**config.mk**
```make
export PLATFORM = sky130hd
export DESIGN_NAME = rob
export DESIGN_NICKNAME = d
export VERILOG_FILES = /design/src/rtl/rob_pkg.sv /design/src/rtl/rob_ptr.sv /design/src/rtl/rob.sv
export SDC_FILE = /design/constraint.sdc
export NUM_CORES = 1
export LEC_CHECK = 0
export CAP_MARGIN = 20
export CORE_MARGIN = 4
export CORE_UTILIZATION = 63
export DETAILED_ROUTE_END_ITERATION = 8
export GPL_ROUTABILITY_DRIVEN = 0
export PLACE_DENSITY = 0.94
export REMOVE_ABC_BUFFERS = 1
export SYNTH_ARGS = -nofsm -noshare
export SYNTH_HDL_FRONTEND = slang
export SYNTH_SLANG_ARGS = --single-unit
```
**constraint.sdc**
```tcl
create_clock -name clk -period 8.24 [get_ports clk]
set_input_delay 1.648 -clock clk [delete_from_list [all_inputs] [get_ports clk]]
set_output_delay 1.648 -clock clk [all_outputs]
set_load 0.01 [all_outputs]
```
**src/rtl/rob_pkg.sv**
```systemverilog
// Shared configuration for the reorder buffer and its neighbours (RAT, issue queue).
// Holds the default depth and widths used by rob.
package rob_pkg;

   localparam int unsigned ROB_DEPTH_DEF      = 8;
   localparam int unsigned GPR_ADDR_WIDTH_DEF = 5;
   localparam int unsigned DATA_WIDTH_DEF     = 32;

endpackage

```
**src/rtl/rob_ptr.sv**
```systemverilog
// Wrap-bit circular pointer with increment and synchronous clear.
// The depth is a power of two, so a plain binary increment wraps the index and
// toggles the extra top bit.
// Ports:
//   clk, rst  clock, synchronous active-high reset
//   inc_i     advance pointer by one
//   clr_i     return pointer to zero (overrides inc_i)
//   ptr_o     {wrap, index}, TW+1 bits
module rob_ptr #(
   parameter int unsigned TW = 3
) (
   input  logic        clk,
   input  logic        rst,
   input  logic        inc_i,
   input  logic        clr_i,
   output logic [TW:0] ptr_o
);

   logic [TW:0] ptr_q, ptr_d;

   always_comb begin
      ptr_d = ptr_q;
      if (clr_i)
         ptr_d = '0;
      else if (inc_i)
         ptr_d = ptr_q + 1'b1;
   end

   always_ff @(posedge clk) begin
      if (rst)
         ptr_q <= '0;
      else
         ptr_q <= ptr_d;
   end

   assign ptr_o = ptr_q;

endmodule

```
**src/rtl/rob.sv**
```systemverilog
// Reorder buffer: allocates tags in program order, captures out-of-order
// writeback results, retires at most one entry per cycle in order.
// Ports:
//   clk, rst                   clock, synchronous active-high reset
//   id_alloc_req/dst/wen       decode allocation request
//   rob_full, allocate_en      allocation status
//   rob_alloc_*_2rat           rename update to the RAT
//   wb_*                       writeback bus (tag, data, branch/exception flags)
//   rs1/rs2_Paddr              operand tag lookups; rob_rs*_ready/_data results
//   commit_en, rob_commit_*    in-order retirement, GPR write and flush triggers
module rob
   import rob_pkg::*;
#(
   parameter int unsigned ROB_DEPTH      = ROB_DEPTH_DEF,
   parameter int unsigned GPR_ADDR_WIDTH = GPR_ADDR_WIDTH_DEF,
   parameter int unsigned DATA_WIDTH     = DATA_WIDTH_DEF,
   localparam int unsigned TW            = $clog2(ROB_DEPTH)
) (
   input  logic                      clk,
   input  logic                      rst,
   input  logic                      id_alloc_req,
   input  logic [GPR_ADDR_WIDTH-1:0] id_dst_addr,
   input  logic                      id_dst_wen,
   output logic                      rob_full,
   output logic                      allocate_en,
   output logic [TW-1:0]             rob_alloc_tag_2rat,
   output logic [GPR_ADDR_WIDTH-1:0] rob_alloc_dst_addr_2rat,
   output logic                      rob_alloc_dst_wen_2rat,
   input  logic                      wb_en,
   input  logic [TW-1:0]             wb_tag,
   input  logic [DATA_WIDTH-1:0]     wb_data,
   input  logic                      wb_br_taken,
   input  logic                      wb_exp,
   input  logic [TW-1:0]             rs1_Paddr,
   input  logic [TW-1:0]             rs2_Paddr,
   output logic                      rob_rs1_ready,
   output logic [DATA_WIDTH-1:0]     rob_rs1_data,
   output logic                      rob_rs2_ready,
   output logic [DATA_WIDTH-1:0]     rob_rs2_data,
   output logic                      commit_en,
   output logic [TW-1:0]             rob_commit_Paddr,
   output logic [GPR_ADDR_WIDTH-1:0] rob_commit_dst_addr_2rat,
   output logic                      rob_commit_wen,
   output logic [DATA_WIDTH-1:0]     rob_commit_data,
   output logic                      rob_commit_br_taken,
   output logic                      rob_commit_exp_en
);

   logic                      valid_q    [ROB_DEPTH];
   logic                      done_q     [ROB_DEPTH];
   logic [GPR_ADDR_WIDTH-1:0] dst_addr_q [ROB_DEPTH];
   logic                      dst_wen_q  [ROB_DEPTH];
   logic [DATA_WIDTH-1:0]     data_q     [ROB_DEPTH];
   logic                      br_q       [ROB_DEPTH];
   logic                      exp_q      [ROB_DEPTH];

   logic [TW:0]   head_ptr, tail_ptr;
   logic [TW-1:0] head_idx, tail_idx;
   logic          flush;

   assign head_idx = head_ptr[TW-1:0];
   assign tail_idx = tail_ptr[TW-1:0];

   // Same index, opposite lap: every slot is occupied.
   assign rob_full = (head_idx == tail_idx) && (head_ptr[TW] != tail_ptr[TW]);

   assign commit_en   = valid_q[head_idx] && done_q[head_idx];
   assign flush       = commit_en && (br_q[head_idx] || exp_q[head_idx]);
   // Full is checked against registered state only, so a slot freed by this
   // cycle's commit cannot be handed out until the next cycle.
   assign allocate_en = id_alloc_req && !rob_full && !flush;

   assign rob_alloc_tag_2rat      = tail_idx;
   assign rob_alloc_dst_addr_2rat = id_dst_addr;
   assign rob_alloc_dst_wen_2rat  = id_dst_wen;

   assign rob_rs1_ready = valid_q[rs1_Paddr] && done_q[rs1_Paddr];
   assign rob_rs1_data  = data_q[rs1_Paddr];
   assign rob_rs2_ready = valid_q[rs2_Paddr] && done_q[rs2_Paddr];
   assign rob_rs2_data  = data_q[rs2_Paddr];

   assign rob_commit_Paddr         = head_idx;
   assign rob_commit_dst_addr_2rat = dst_addr_q[head_idx];
   assign rob_commit_wen           = commit_en && dst_wen_q[head_idx] && (dst_addr_q[head_idx] != '0);
   assign rob_commit_data          = data_q[head_idx];
   assign rob_commit_br_taken      = commit_en && br_q[head_idx];
   assign rob_commit_exp_en        = commit_en && exp_q[head_idx];

   rob_ptr #(.TW(TW)) u_head (
      .clk   (clk),
      .rst   (rst),
      .inc_i (commit_en),
      .clr_i (flush),
      .ptr_o (head_ptr)
   );

   rob_ptr #(.TW(TW)) u_tail (
      .clk   (clk),
      .rst   (rst),
      .inc_i (allocate_en),
      .clr_i (flush),
      .ptr_o (tail_ptr)
   );

   // The tail slot is never valid while allocation is allowed, so allocate
   // cannot collide with a writeback or commit on the same entry.
   always_ff @(posedge clk) begin
      if (rst) begin
         for (int unsigned i = 0; i < ROB_DEPTH; i++) begin
            valid_q[i]    <= 1'b0;
            done_q[i]     <= 1'b0;
            dst_addr_q[i] <= '0;
            dst_wen_q[i]  <= 1'b0;
            data_q[i]     <= '0;
            br_q[i]       <= 1'b0;
            exp_q[i]      <= 1'b0;
         end
      end else if (flush) begin
         for (int unsigned i = 0; i < ROB_DEPTH; i++) begin
            valid_q[i] <= 1'b0;
            done_q[i]  <= 1'b0;
         end
      end else begin
         if (commit_en)
            valid_q[head_idx] <= 1'b0;
         if (wb_en && valid_q[wb_tag]) begin
            done_q[wb_tag] <= 1'b1;
            data_q[wb_tag] <= wb_data;
            br_q[wb_tag]   <= wb_br_taken;
            exp_q[wb_tag]  <= wb_exp;
         end
         if (allocate_en) begin
            valid_q[tail_idx]    <= 1'b1;
            done_q[tail_idx]     <= 1'b0;
            dst_addr_q[tail_idx] <= id_dst_addr;
            dst_wen_q[tail_idx]  <= id_dst_wen;
            br_q[tail_idx]       <= 1'b0;
            exp_q[tail_idx]      <= 1'b0;
         end
      end
   end

endmodule

```
==> results of run 1 <==
## cell usage in the layout, fill, tap and decap left out, types with 4 or more instances in the layout
| cell type | instances |
|---|---|
| buf_2 | 4 |
| nor2b_1 | 5 |
| and2_1 | 304 |
| nand2_1 | 41 |
| nor4_1 | 4 |
| clkbuf_16 | 37 |
| nand3_1 | 4 |
| mux2i_1 | 6 |
| mux4_2 | 216 |
| buf_4 | 31 |
| clkbuf_1 | 9 |
| clkdlybuf4s50_1 | 167 |
| or2_2 | 12 |
| dfxtp_1 | 40 |
| bufinv_16 | 5 |
| or2_1 | 4 |
| nor2_1 | 21 |
| edfxtp_1 | 304 |
| a31o_1 | 6 |
| mux2_2 | 102 |
| a21oi_1 | 20 |
| a21oi_2 | 7 |
| nand2b_1 | 4 |
| xnor2_1 | 5 |
| or3b_1 | 8 |
| nor3_1 | 12 |
| or3b_2 | 8 |
## cell type report
class	instances	area (um^2)
Sequential cell	347	10000
Multi-Input combinational cell	819	9190
Fill cell	1750	7860
Timing Repair Buffer	205	2000
Clock buffer	47	973
Tap cell	396	495
Clock inverter	15	210
Inverter	4	20.0
Antenna cell	1	2.50
## worst paths after layout
path,start,to,cells past startpoint
setup reg to reg,flop,data_q[5][25],7
hold / removal,done_q[7],done_q[7],2
hold reg to reg,done_q[7],done_q[7],2
setup / recovery,rs1_Paddr[0],rob_rs1_data[9],5
## routing by layer
layer  track usage  up-vias  share of wire
met5             0        -        0.00020
met4         0.134        2          0.040
met3        0.0862      205           0.13
met2         0.543     1095           0.50
met1         0.405     6542           0.33
li1              -     5250              -
## flip-flops by register name, summed over array words and instances, names as in the netlist, named ones only
signal and cells:
u_tail.ptr_o 4, dst_addr_q 40, done_q 8, u_head.ptr_o 4, valid_q 8, br_q 8
dst_wen_q 8, data_q 256, exp_q 8
## worst reg2reg max path: stages (launching register included)
cell and delay (ns):
dfxtp_4 0.96, mux4_2 0.68, mux2i_1 0.35, nand2_2 0.38, a2111oi_4 0.51, buf_4 0.51, or2_1 0.46, buf_4 0.38
## through the flow
stage	area (um^2)	util	cells	setup WS (ns)
2_1_floorplan	19200	-	1170	1.44
3_3_place_gp	21600	0.703	1768	2.33
3_5_place_dp	21700	0.704	1769	2.24
4_1_cts	22800	0.743	1831	2.20
5_1_grt	22900	0.744	1834	2.08
6_report	22900	0.744	1834	2.27
## power by group
part           switching, mW  leakage, nW  internal, mW
combinational          0.221         3.86         0.248
clock                  0.678        0.575         0.992
sequential            0.0465         3.49          1.97
## cell families (layout without fill, tap and decap cells)
| group | Yosys count | in the layout |
|---|---|---|
| buf+inv | 124 | 271 |
| compound gates | 46 | 46 |
| other cells | 0 | 1 |
| flops | 347 | 347 |
| xor+xnor | 8 | 8 |
| mux | 324 | 324 |
| simple gates | 439 | 439 |
| fa+ha+maj | 2 | 2 |
## cell usage after synthesis (all sizes together), types with 2 or more instances
cell / number
mux4: 216
nand4: 2
a31o: 8
nor3: 13
nand2b: 4
a2111oi: 3
buf: 57
a31oi: 2
nor2b: 5
a21oi: 27
dfxtp: 43
edfxtp: 304
or3b: 16
nor2: 21
nor4: 7
nand3: 4
ha: 2
inv: 3
mux2: 102
xor2: 3
and2: 304
or2: 16
nand2: 42
a211oi: 2
nand3b: 2
mux2i: 6
clkbuf: 63
xnor2: 5
==> reports/qor.yml, run 1 <==
outcome:
  run_status: "complete, no violations"
clock_tree:
  number_of_buffers_created_by_cts: 36
  tritoncts_clock_tree: "built"
  ctsRootBufferMaster: "clkbuf_16"
  cts.repair_timing.setup_buffer_count: 0
  clk_transition_reported_paths_ns: 0.06
  post_cts_hold_buffer_count: 0
  tritoncts_num_sinks: 347
  depth_of_the_cts_h_tree: 2
  cts.repair.resized: 0
  ctsLongestPathBuffers: 3
  clkLatencyLatePin_ns: 0.53
worst_setup_path:
  critPathMaxFanout: 48
  timing.reg2reg.setup_slack_ns: 3.67
  cell_type_group_with_the_largest_total_delay_on_the_critical_path: "buffers and inverters"
  startpoint_type: "primary input"
  worst_path_max_delay_cell: "buf_4"
  cp.arrival_ns: 4.32
  timing.critical_path.cells: "buf_4 -> buf_4 -> mux4_2 -> mux2_2 -> clkdlybuf4s50_1"
  critPathBufInv: 3
  setup.worst_path.class: "in2out"
  cpPeakStageDelay_ns: 0.76
  crit_end_category: "primary output"
  cpMostUsedCell: "buf_4"
  worstPathRequired_ns: 6.59
timing:
  min_period_over_period: 0.724
  setup_viol: 0
  relSlewSlack: 0.221
  max_freq_mhz: 168
  fin_tns_setup_ns: 0
  report.final.slew_viol_count: 0
  final.setup_skew_ns: 0.0190
  worstMarginPinSlew_ns: 1.17
  grt_setup_unrepaired: "no"
  hold_violations: 0
  layout_min_cycle_time_ns: 5.97
  finalHoldWorstSlack_ns: 0.514
detailed_routing:
  wl_per_cell_um: 29.7
  detail_route.iter0.violations: 1705
  dr.pass1.iters: 8
  via_count: 13100
  vias_per_cell: 7.14
  detail_route.wirelength_mm: 54.5
  postRouteAntennaNets: 0
  drc: 0
floorplan:
  top_level_ports: 174
  die_height_um: 185
  placeableCoreArea_um2: 30700
  die_area_um2: 34200
  start_util: 0.642
  die_w_um: 185
  placement_rows: 64
placed_design:
  detailed_place_hpwl_mm: 31.7
  port-buffer-count: 173
power:
  finalPower_mw: 4.15
  max-vdd-ir-drop_mv: 0.166
  p_leak_nw: 7.93
  power-per-cell-area_nw_per_um2: 181
yosys:
  synthCells: 1290
  xor_and_xnor_fraction_of_the_mapped_netlist_area: 0.00355
  area_fraction_in_compound_gates_after_synthesis: 0.0189
  count_of_warnings_emitted_by_yosys: 0
  yosys_register_bits: 347
  mux_cell_area_share_after_synthesis: 0.308
  yosys.area_share.simple: 0.134
  synth_top_area_frac: 0.463
  syn_area_um2: 19700
  synthArstFlopShare: 0
  synth_top_family_by_area: "multiplexers"
  ys_seq_area_frac: 0.506
  synthesis.area_per_instance_um2: 15.3
  synthTopCellsByArea: "edfxtp_1, mux4_2, and2_1, mux2_2, dfxtp_1"
  synth_area_in_adders: 0.00127
  synthDominantAreaCellType: "edfxtp_1"
  synth-main-ff-cell: "edfxtp_1"
  synth_edf_count: 304
  post_synth_num_cell_types: 46
finish:
  drive_gt1_frac: 0.312
  area_delta_synth_final_pct: 16.0
  layout.nets: 1468
min_path:
  min-delay-path-class: "reg2reg"
global_routing:
  grt_max_degree: 58
  number_of_global_route_vias_before_repair: 14200
  antenna_found_initial: 2
  grt.total_usage: 0.324
  overflow: 0
  grt_first_pass_wirelength_mm: 83.0
flow_run:
  timing.max_cap.violations: 0
(Power assumes the default switching activity.)
==> run 2: changes to the inputs <==
Settings changed: CORE_UTILIZATION 63 to 53, PLACE_DENSITY 0.94 to 0.85.
Clock period 8.24 ns to 5 ns, I/O delays scaled along.
==> run 2 against run 1 <==
Against the previous run:
- global-route usage fell by 6.5 points
- flip-flop and latch count unchanged
- register-to-register slack got worse by 2.5 ns
- design area increased by 1.2%
- via count shrank 5.9%
- critical endpoint is now rob_commit_data[20]
- largest power group unchanged
- final cell count increased by 4.8%
- routed wire length shrank 3.7%
- clock power rose by 60%
- clock skew fell by 0.0027 ns
- utilization decreased by 11 points
==> reports/qor.yml, run 2 (synthesis gave the netlist of run 1 again) <==
timing:
  setup_viol: 0
  min_period_over_period: 0.913
  max_freq_mhz: 219
  worstMarginPinSlew_ns: 0.850
  final.setup_skew_ns: 0.0162
  relSlewSlack: 0.433
  report.final.slew_viol_count: 0
  hold_violations: 0
  layout_min_cycle_time_ns: 4.56
  fin_tns_setup_ns: 0
  grt_setup_unrepaired: "no"
placed_design:
  placement.cell_area_um2: 22000
  port-buffer-count: 173
  detailed_place_hpwl_mm: 32.1
  dpl.cell_count: 1854
worst_setup_path:
  worstPathRequired_ns: 4.00
  timing.reg2reg.setup_slack_ns: 1.21
  critPathMaxFanout: 28
  cp.arrival_ns: 3.56
  reg2reg_depth: 7
  startpoint_type: "flop"
  setup.worst_path.class: "reg2out"
  crit_end_category: "primary output"
detailed_routing:
  via_count: 12300
  dr.pass1.iters: 6
  postRouteAntennaNets: 0
  detail_route.wirelength_mm: 52.5
  wl_per_cell_um: 27.3
  detail_route.iter0.violations: 1212
  drc: 0
  vias_per_cell: 6.41
global_routing:
  grt_max_degree: 49
  overflow: 0
  antenna_found_initial: 5
  grt.total_usage: 0.259
  grt_first_pass_wirelength_mm: 80.0
  number_of_global_route_vias_before_repair: 13300
finish:
  largest_reg_by_ff_count: "data_q"
  fin_area_um2: 23200
  drive_gt1_frac: 0.318
  fillers: 2498
  largest_register_ffs: 256
  fin_util: 0.631
  final_cell_count_no_fill: 1922
  layout.nets: 1481
  largestRegisters: "data_q (256), dst_addr_q (40)"
  most-common-layout-cells: "and2_1, edfxtp_1, mux4_2, clkdlybuf4s50_1, mux2_2"
  area_delta_synth_final_pct: 17.4
power:
  max-vdd-ir-drop_mv: 0.284
  power-per-cell-area_nw_per_um2: 292
  p_leak_nw: 8.01
min_path:
  hold_path_depth: 2
  min-delay-path-class: "reg2reg"
clock_tree:
  depth_of_the_cts_h_tree: 2
  number_of_buffers_created_by_cts: 38
  tritoncts_num_sinks: 347
  cts.repair.resized: 0
  post_cts_hold_buffer_count: 0
  ctsLongestPathBuffers: 3
  clkLatencyLatePin_ns: 0.52
  cts.repair_timing.setup_buffer_count: 0
  tritoncts_clock_tree: "built"
  clk_transition_reported_paths_ns: 0.06
  ctsRootBufferMaster: "clkbuf_16"
floorplan:
  placeableCoreArea_um2: 36700
  top_level_ports: 174
  placement_rows: 70
  die_height_um: 201
  start_util: 0.538
  die_w_um: 201
  die_area_um2: 40400
flow_run:
  timing.max_cap.violations: 0
outcome:
  run_status: "complete, no violations"
[run 2: cell count changes in the layout (fill, tap and decap cells not counted), moves of 4 or more]
cell,change
buf_12,+10
a21oi_2,-5
a21oi_4,+5
clkinv_1,+4
[run 2: layout make-up]
type                            count  area (um^2)  share of cell area
Multi-Input combinational cell    819         9230               0.398
Tap cell                          468          586              0.0253
Sequential cell                   347        10000               0.432
Timing Repair Buffer              216         2170              0.0935
Clock buffer                       49         1030              0.0446
Inverter                            4         20.0            0.000864
Antenna cell                        3         7.51            0.000324
Clock inverter                     16          133             0.00572
[run 2: path summary, 6_finish.rpt]
path                                start                   to
worst max-delay path                 flop  rob_commit_data[20]
worst max register to register       flop        data_q[6][24]
worst min register to register  done_q[7]            done_q[7]
worst min-delay path            done_q[7]            done_q[7]
[run 2: critical path, stage by stage (launching register included)]
cell	delay, ns
dfxtp_4	0.73
buf_4	0.60
buf_4	0.35
mux4_2	0.52
mux2_2	0.32
clkdlybuf4s50_1	0.50
[run 2: power breakdown]
group	leakage [nW]	switching (mW)	internal, mW
combinational	3.96	0.359	0.419
clock	0.560	1.11	1.56
sequential	3.49	0.0660	3.24
total	8.01	1.54	5.22
[run 2: stage by stage]
stage	power, mW	setup slack, ns	hold slack [ns]
2_1_floorplan	3.71	-1.80	0.466
3_3_place_gp	4.12	0.923	0.484
3_5_place_dp	4.14	0.915	0.490
4_1_cts	6.79	0.371	0.516
5_1_grt	6.95	0.235	0.533
6_report	6.76	0.435	0.512
[run 2: metal layers]
metal,GRT usage,wire length [um],up-vias
li1,-,-,5286
met1,0.333,18800,6271
met2,0.441,26700,662
met3,0.0635,5460,102
met4,0.0784,1460,4
met5,0,26,-
